==> config.mk <==
export PLATFORM = sky130hd
export DESIGN_NAME = bcd_to_bin_seq
export DESIGN_NICKNAME = d
export VERILOG_FILES = /design/src/rtl/bcd_to_bin_seq.sv
export SDC_FILE = /design/constraint.sdc
export NUM_CORES = 1
export LEC_CHECK = 0
export ABC_AREA = 1
export CAP_MARGIN = 40
export CORE_UTILIZATION = 35
export DETAILED_ROUTE_END_ITERATION = 8
export PLACE_DENSITY = 0.63
export SLEW_MARGIN = 20
export SYNTH_ARGS = -nofsm -noshare
export SYNTH_HDL_FRONTEND = slang
export SYNTH_SLANG_ARGS = --single-unit
==> constraint.sdc <==
create_clock -name Clock -period 1.2 [get_ports Clock]
set_input_delay 0.36 -clock Clock [delete_from_list [all_inputs] [get_ports Clock]]
set_output_delay 0.36 -clock Clock [all_outputs]
set_load 0.005 [all_outputs]
==> src/rtl/bcd_to_bin_seq.sv <==
// Packed BCD to binary converter (reverse double-dabble); optional hex display via BCD2BIN_HEX_EN.
// Latency: done pulses W+1 edges after the accepting edge (1 edge for a bad digit).
// Backpressure: start is only honoured in IDLE; requests while busy or done are dropped.
module bcd_to_bin_seq #(
  parameter int DIGITS = 2
) (
  input  logic                  Clock,
  input  logic                  Reset,
  input  logic                  start,
  input  logic [4*DIGITS-1:0]   bcd_in,
  output logic                  busy,
  output logic                  done,
  output logic                  err,
  output logic [4*DIGITS-1:0]   bin_out
`ifdef BCD2BIN_HEX_EN
  ,
  output logic [6:0]            HEX1,
  output logic [6:0]            HEX0
`endif
);

  localparam int W  = 4 * DIGITS;
  localparam int CW = $clog2(W + 1);

  typedef enum logic [1:0] {IDLE, CONV, DONE} state_t;

  state_t          state;
  logic [2*W-1:0]  r;
  logic [2*W-1:0]  r_sh;
  logic [2*W-1:0]  r_nx;
  logic [CW-1:0]   cnt;
  logic            bad;

  always_comb begin
    bad = 1'b0;
    for (int d = 0; d < DIGITS; d++) begin
      if (bcd_in[4*d +: 4] > 4'd9) bad = 1'b1;
    end
  end

  // One iteration: shift right, then pull every upper digit that reached >= 8 back by 3.
  always_comb begin
    r_sh = r >> 1;
    r_nx = r_sh;
    for (int d = 0; d < DIGITS; d++) begin
      if (r_sh[W + 4*d + 3]) r_nx[W + 4*d +: 4] = r_sh[W + 4*d +: 4] - 4'd3;
    end
  end

  always_ff @(posedge Clock) begin
    if (Reset) begin
      state   <= IDLE;
      r       <= '0;
      cnt     <= '0;
      busy    <= 1'b0;
      done    <= 1'b0;
      err     <= 1'b0;
      bin_out <= '0;
    end else begin
      busy <= (state == CONV);
      done <= (state == DONE);
      case (state)
        IDLE: begin
          if (start) begin
            if (bad) begin
              err     <= 1'b1;
              bin_out <= '0;
              state   <= DONE;
            end else begin
              r     <= {bcd_in, {W{1'b0}}};
              cnt   <= '0;
              err   <= 1'b0;
              state <= CONV;
            end
          end
        end
        CONV: begin
          r   <= r_nx;
          cnt <= cnt + 1'b1;
          if (cnt == CW'(W - 1)) begin
            bin_out <= r_nx[W-1:0];
            state   <= DONE;
          end
        end
        DONE:    state <= IDLE;
        default: state <= IDLE;
      endcase
    end
  end

`ifdef BCD2BIN_HEX_EN
  logic [7:0] hex_src;

  function automatic logic [6:0] seg7(input logic [3:0] v);
    case (v)
      4'h0: seg7 = 7'h40;
      4'h1: seg7 = 7'h79;
      4'h2: seg7 = 7'h24;
      4'h3: seg7 = 7'h30;
      4'h4: seg7 = 7'h19;
      4'h5: seg7 = 7'h12;
      4'h6: seg7 = 7'h02;
      4'h7: seg7 = 7'h78;
      4'h8: seg7 = 7'h00;
      4'h9: seg7 = 7'h10;
      4'hA: seg7 = 7'h08;
      4'hB: seg7 = 7'h03;
      4'hC: seg7 = 7'h46;
      4'hD: seg7 = 7'h21;
      4'hE: seg7 = 7'h06;
      default: seg7 = 7'h0E;
    endcase
  endfunction

  always_comb begin
    hex_src = 8'(bin_out);
    HEX1    = err ? 7'h7F : seg7(hex_src[7:4]);
    HEX0    = err ? 7'h7F : seg7(hex_src[3:0]);
  end
`endif

endmodule
==> results of run 1 <==
==> power groups by stage <==
stage	Clock (mW)	Sequential, mW	Combinational [mW]
after CTS	0.795	1.20	0.668
after floorplan	0	1.22	0.359
after global routing	0.848	1.22	0.802
after global placement	0	1.21	0.627
final	0.777	1.21	0.730
after detailed placement	0	1.21	0.631
==> worst paths after layout <==
| path | end | slack, ps | cells past startpoint | from |
|---|---|---|---|---|
| hold reg to reg | bin_out[1] | 460 | 2 | bin_out[1] |
| setup / recovery | bin_out[0] | -30 | 6 | cnt[0] |
| hold / removal | bin_out[1] | 460 | 2 | bin_out[1] |
| setup reg to reg | bin_out[0] | -30 | 6 | cnt[0] |
==> stage by stage <==
stage	cell area, um2	utilization, %	worst slack, ps
2_1_floorplan	1499	-	3.070
5_1_grt	2225	55.61	-95.20
6_report	2225	55.61	-25.93
3_5_place_dp	1937	48.42	-498.5
4_1_cts	2103	52.58	-11.50
3_3_place_gp	1937	48.42	-447.4
==> layer usage <==
metal,share of wire [%],up-vias,wire length [um],global-route usage (%)
met2,49,21,1781,27.02
met1,47,677,1690,22.63
met5,0,-,0,0
met4,1.5,0,56,7.979
met3,2.8,4,102,4.623
li1,-,766,-,-
==> repair_timing <==
action,CTS,global route
resized for setup,54,52
cloned,2,0
setup endpoints to repair,39,34
pin swaps,13,26
hold buffers,0,0
hold endpoints to repair,0,0
buffers inserted,2,4
==> state kept, by name (all words and copies together), names as in the netlist <==
name	flops
cnt	4
bin_out	8
r	15
state	2
done	1
err	1
busy	1
==> area by class of cell <==
type | instances | share of cell area [%]
inverters | 14 | 2.475
multi-input cells | 150 | 40.05
repair buffers | 55 | 21.60
clock inverters | 1 | 0.2250
well taps | 50 | 2.812
clock buffers | 6 | 3.262
flip-flops and latches | 32 | 29.58
==> cells by family (layout without fill, tap and decap cells) <==
family	Yosys count	in the layout	share of synthesized area [%]
XOR/XNOR	1	1	0.5969
flip-flops	32	32	43.65
buffers and inverters	23	76	8.439
AO/OA/AOI/OAI	36	37	13.30
adder cells (fa/ha/maj)	2	2	1.705
AND/OR/NAND/NOR	110	110	32.31
==> layout by cell type, fill, tap and decap left out, drive strengths merged <==
| master | n |
|---|---|
| nand3 | 18 |
| xnor2 | 1 |
| clkdlybuf4s50 | 3 |
| ha | 2 |
| o21ai | 9 |
| or2 | 1 |
| inv | 14 |
| nor2 | 21 |
| dfxtp | 32 |
| dlygate4sd2 | 3 |
| clkbuf | 15 |
| buf | 34 |
| clkdlybuf4s15 | 6 |
| nand4 | 2 |
| nor3 | 1 |
| clkinv | 1 |
| nand2 | 67 |
| a21oi | 28 |
==> worst register-to-register path, delay by kind of cell, from the launching register on <==
kind                     cells  cell delay (ps)
flip-flops                   1              350
AO/OA/AOI/OAI                1              270
AND/OR/NAND/NOR              4              370
adder cells (fa/ha/maj)      1              150
==> results by group, run 1 <==
Drt
  – WL final: roughly 3600 um
  – Number of violations reported at the end of detailed-routing iteration 0: 53
  – DRC viols: 0
  – Detail-routed net length per standard cell: between 10 and 15 um
  – Remaining antenna violation count after routing: 0
  – Ratio of routed vias to standard cells: 4.766
  – Iteration count of the initial detailed-routing pass: 4
  – Overall via count from detail_route: around 1,500

Global route
  – Via count of the first global-routing pass: 1,293
  – Pin count of the biggest net entering global routing: 20
  – Number of antenna violations at the first check in global routing: 0
  – Wire length of the first global-routing pass: 5768 um
  – Total track usage: 17.54%
  – Total grt overflow: 0

Pwr
  – Internal power: 1.888 mW
  – Part of the power in combinational logic: 26.9%
  – Switching part of the total power: a little under a third
  – Highest ir drop seen on vdd: 689.4 uV
  – Ratio of total power to cell area: approximately 1200 nW/um2
  – LEAKAGE: between 0.9 and 1 nW
  – Clock network power share: between 20% and 30%
  – Net load switching power: about 0.82 mW
  – Post-layout total power: between 2 and 3 mW
  – Register share of total power: about 45%

Critical path
  – Top Family by Delay on Critical Path: simple AND/OR/NAND/NOR gates
  – Slowest CP cell: sky130_fd_sc_hd__dfxtp_2
  – Worst EP required: 1380 ps
  – Category of the critical setup timing path: reg2reg
  – Arrival time reported for the critical path endpoint: between 1000 and 1500 ps
  – Top fanout value on the critical path: 6
  – Stage delay of the slowest cell on the critical path: around 350 ps
  – Capturing element type of the critical path: flip-flop
  – Cells along the critical path: ha_4 -> nand3_4 -> a21oi_4 -> nand3_1 -> nand2_2 -> nor2_1
  – Number of buffer and inverter stages on the critical path: 0
  – Crit start category: flip-flop

Synthesis
  – Unique cell type count in the Yosys netlist: 23
  – Post-Syn Instances: about 200
  – Asr flop ratio synth: 0%
  – Net Count, Synth: 217
  – Total standard cell area after synthesis: 1468 um2
  – Commonest cells in the synthesized netlist: sky130_fd_sc_hd__nand2_1, sky130_fd_sc_hd__dfxtp_1, sky130_fd_sc_hd__a21oi_1, sky130_fd_sc_hd__nor2_1, sky130_fd_sc_hd__nand3_1
  – Synth top area cells: sky130_fd_sc_hd__dfxtp_1, sky130_fd_sc_hd__nand2_1, sky130_fd_sc_hd__a21oi_1
  – Yosys warnings: 0
  – Post-synth top area cell: sky130_fd_sc_hd__dfxtp_1
  – Number of enable flip-flop cells after synthesis: 0
  – Register bit count reported by yosys: 32
  – Sequential cell area fraction in the yosys report: a little over two fifths
  – Cell with the most instances after synthesis: sky130_fd_sc_hd__nand2_1
  – Area fraction of the dominant cell type after synthesis: 43.65%
  – Top FF cell, synth: sky130_fd_sc_hd__dfxtp_1
  – Average size of a mapped cell: between 7 and 8 um2

STA
  – Fmax: 815.7 MHz
  – Post-route worst setup slack: -25.93 ps
  – Fin Setup TNS: -140.4 ps
  – Pin slew with the least headroom to its limit: roughly 260 ps
  – Final hold violation count: 0
  – Setup repair after global routing missed its margin: true
  – Fraction of the cycle the final worst path needs: 102.2%
  – Final Max Tran Viols: 0
  – Worst relative slew slack: approximately 82%
  – Final worst path period need: approximately 1200 ps
  – Setup violation total in the final timing report: 9
  – Hold Slack: roughly 460 ps
  – Maximum clock skew at final layout: between 8 and 9 ps

Cells and area
  – Number of filler instances in the final layout: around 390
  – Share of post-route cells with drive strength above 1: between 40% and 50%
  – Antenna cells: 0
  – Net count reported at finish: between 200 and 300
  – Register cell area after layout: approximately 660 um2
  – Synthesis-to-finish area growth: 51.58%
  – Area of the multi-input gates: 890.9 um2
  – Final standard cell count with taps included and fillers excluded: ~310

Floorplanning
  – Top Ports: 22
  – Core region area: between 4000 and 5000 um2
  – Total die area: approximately 4500 um2
  – Starting Density: between 30% and 40%
  – FP Rows: 23
  – Die H: ~67 um
  – Horizontal die dimension: around 67 um

Placed design
  – Detail Placement HPWL: between 2000 and 2500 um
  – Final RePlAce weighted congestion: about 0.8
  – Placed cell count: just under 300
  – Buffers on Ports: 21

Clock tree
  – Sink Count: 32
  – TritonCTS clock tree: done
  – Total clock buffers created by CTS: 5
  – Clock-pin slew on the worst setup and hold paths: approximately 70 ps
  – CTS root buf: sky130_fd_sc_hd__clkbuf_8
  – Clock latency reported for the late side of the worst-skew pair: about 280 ps
  – Maximum count of clock buffers along a single path: 2
  – H-tree Lvls: 2

Outcome
  – Violations in the final reports: setup timing
  – Status: finished, violations left

Min path
  – Min-delay worst type: reg2reg

Job
  – Number of maximum-capacitance violations: 0
Note: power is estimated with default switching activity, not from simulation.
==> run 2, diff against run 1 <==
--- a/config.mk
+++ b/config.mk
@@ -9,7 +9,7 @@
 export CAP_MARGIN = 40
 export CORE_UTILIZATION = 35
 export DETAILED_ROUTE_END_ITERATION = 8
-export PLACE_DENSITY = 0.63
+export PLACE_DENSITY = 0.68
 export SLEW_MARGIN = 20
 export SYNTH_ARGS = -nofsm -noshare
 export SYNTH_HDL_FRONTEND = slang
==> run 2 against run 1 <==
Against the previous run:
- the run still ends with setup timing left
- via count shrank 1.3%
- first-iteration DRC count shrank 1.9%
- sequential cell count stayed put
- die area is the same
- critical path depth is 1 higher
- global-route usage is 0.67 points lower
- clock skew down 0.58 ps
- hold slack worse by 32 ps
- largest power group unchanged
==> results by group, run 2 (synthesis results as in run 1) <==
Outcome
  – Status: finished, violations left (unchanged)
  – Violations in the final reports: setup timing (unchanged)

Cells and area
  – Number of filler instances in the final layout: 361 (was 386)
  – Synthesis-to-finish area growth: 50.81% (was 51.58%)
  – Antenna cells: 0 (unchanged)
  – Most common cell after layout, fill and taps aside: sky130_fd_sc_hd__nand2_1 (unchanged)
  – Share of post-route cells with drive strength above 1: 39.30% (was 44.57%)
  – Flip-flop count of the largest register after layout: 15 (unchanged)
  – Net count reported at finish: 269 (was 271)
  – Largest registers ranked by flip-flop count: r x15, bin_out x8, cnt x4 (unchanged)
  – Finished Core Util: 55.33% (was 55.61%)
  – Biggest register: r (unchanged)
  – Top library cells by usage in the layout, fill and taps aside: sky130_fd_sc_hd__nand2_1, sky130_fd_sc_hd__buf_4, sky130_fd_sc_hd__nor2_1, sky130_fd_sc_hd__a21oi_1, sky130_fd_sc_hd__dfxtp_1 (was sky130_fd_sc_hd__nand2_1, sky130_fd_sc_hd__buf_4, sky130_fd_sc_hd__dfxtp_1)

Critical path
  – Category of the critical setup timing path: reg2reg (unchanged)
  – Crit start category: flip-flop (unchanged)
  – Capturing element type of the critical path: flip-flop (unchanged)
  – Top fanout value on the critical path: 6 (unchanged)
  – Arrival time reported for the critical path endpoint: 1410 ps (was 1400 ps)
  – Worst EP required: 1390 ps (was 1380 ps)

STA
  – Final worst path period need: 1221 ps (was 1226 ps)
  – Setup repair after global routing missed its margin: true (unchanged)
  – Fraction of the cycle the final worst path needs: 101.7% (was 102.2%)
  – Maximum clock skew at final layout: 8.259 ps (was 8.843 ps)
  – Final Max Tran Viols: 0 (unchanged)
  – Setup violation total in the final timing report: 4 (was 9)
  – Final hold violation count: 0 (unchanged)
  – Worst relative slew slack: 83.83% (was 82.47%)
  – Fmax: 819.2 MHz (was 815.7 MHz)
  – Post-route worst setup slack: -20.65 ps (was -25.93 ps)
  – Pin slew with the least headroom to its limit: 242.5 ps (was 263.0 ps)

Clock tree
  – Clock latency reported for the late side of the worst-skew pair: 290 ps (was 280 ps)
  – Clock-pin slew on the worst setup and hold paths: 70 ps (about the same)
  – Total clock buffers created by CTS: 5 (unchanged)
  – TritonCTS clock tree: done (unchanged)
  – Sink Count: 32 (unchanged)
  – Cts-stage hold buffer count: 0 (unchanged)
  – CTS root buf: sky130_fd_sc_hd__clkbuf_8 (unchanged)
  – H-tree Lvls: 2 (unchanged)
  – Maximum count of clock buffers along a single path: 2 (unchanged)

Drt
  – WL final: 3570 um (was 3630 um)
  – Iteration count of the initial detailed-routing pass: 4 (unchanged)
  – Remaining antenna violation count after routing: 0 (unchanged)
  – Overall via count from detail_route: 1,449 (was 1,468)
  – Ratio of routed vias to standard cells: 4.720 (was 4.766)
  – Number of violations reported at the end of detailed-routing iteration 0: 52 (was 53)
  – DRC viols: 0 (unchanged)
  – Detail-routed net length per standard cell: 11.63 um (was 11.79 um)

Floorplanning
  – Core region area: 4000 um2 (unchanged)
  – Total die area: 4456 um2 (unchanged)
  – Top Ports: 22 (unchanged)
  – Horizontal die dimension: 66.76 um (unchanged)
  – Starting Density: 36.69% (unchanged)
  – FP Rows: 23 (unchanged)
  – Die H: 66.76 um (unchanged)

Global route
  – Pin count of the biggest net entering global routing: 20 (unchanged)
  – Most crowded layer after global routing: met2 (unchanged)
  – Global-route track usage on met1: 20.04% (was 22.63%)
  – Number of antenna violations at the first check in global routing: 0 (unchanged)
  – Via count of the first global-routing pass: 1,276 (was 1,293)
  – Wire length of the first global-routing pass: 5589 um (was 5768 um)
  – Global-route track usage on met3: 5.137% (was 4.623%)
  – Total track usage: 16.86% (was 17.54%)
  – Routing usage on met2: 28.16% (was 27.02%)
  – Total grt overflow: 0 (unchanged)

Placed design
  – Final RePlAce weighted congestion: 0.8095 (was 0.8003)
  – Pre-CTS setup slack: -535.1 ps (was -498.5 ps)
  – Buffers on Ports: 21 (unchanged)
  – Detail Placement HPWL: 2235 um (was 2277 um)

Job
  – Number of maximum-capacitance violations: 0 (unchanged)

Pwr
  – Highest ir drop seen on vdd: 749.2 uV (was 689.4 uV)
  – LEAKAGE: 0.9729 nW (was 0.9816 nW)
  – Ratio of total power to cell area: 1360 nW/um2 (was 1219 nW/um2)

Min path
  – Min-delay worst type: in2reg (was reg2reg)
[run 2: area by class of cell]
| class | instances | area (um2) | share of cell area (%) |
|---|---|---|---|
| clock buffer | 6 | 72.57 | 3.279 |
| clock inverter | 2 | 35.03 | 1.583 |
| inverter | 14 | 57.56 | 2.600 |
| multi-input combinational | 149 | 825.8 | 37.31 |
| sequential | 32 | 659.4 | 29.79 |
| tap | 50 | 62.56 | 2.826 |
| timing repair buffer | 54 | 500.5 | 22.61 |
[run 2: timing repair]
action / in CTS / in global routing
pin swaps: 14 / 19
setup endpoints to repair: 39 / 36
buffers inserted: 3 / 2
gates cloned: 2 / 1
resized for setup: 60 / 30
[run 2: worst paths after layout]
check / startpoint / endpoint / cells after the start / slack, ps
setup / recovery: cnt[0] / bin_out[2] / 7 / -20
hold / removal: bcd_in[2] / r[10] / 5 / 430
setup reg to reg: cnt[0] / bin_out[2] / 7 / -20
hold reg to reg: r[1] / r[1] / 2 / 470
[run 2: critical path, stage by stage, from the launching register on]
cell and delay, ps:
sky130_fd_sc_hd__dfxtp_2 350, sky130_fd_sc_hd__ha_4 160, sky130_fd_sc_hd__nand3_4 80, sky130_fd_sc_hd__a21oi_4 200
sky130_fd_sc_hd__buf_6 150, sky130_fd_sc_hd__nand3_1 70, sky130_fd_sc_hd__nand2_1 70, sky130_fd_sc_hd__nor2_1 40
[run 2: power by group]
group / total (mW) / internal (mW) / switching (mW) / leakage, nW
logic: 0.786 / 0.395 / 0.391 / 0.651
registers: 1.20 / 1.15 / 0.0541 / 0.267
clock network: 1.02 / 0.616 / 0.405 / 0.0552
total: 3.01 / 2.16 / 0.850 / 0.973
[run 2: metrics by stage]
stage / total power, mW / cells / hold slack, ps / setup TNS, ps / area, um2
2_1_floorplan: 1.575 / 204 / 439.0 / 0 / 1499
3_3_place_gp: 1.857 / 292 / 449.3 / -13160 / 1942
3_5_place_dp: 1.865 / 292 / 455.1 / -13630 / 1942
4_1_cts: 2.971 / 304 / 467.5 / -16.21 / 2172
5_1_grt: 3.159 / 307 / 459.5 / -964.6 / 2213
6_report: 3.011 / 307 / 425.9 / -44.22 / 2213
[run 2: layer usage]
metal	up-vias	wire (um)
li1	762	-
met1	654	1702
met2	27	1711
met3	6	96
met4	0	59
met5	-	0
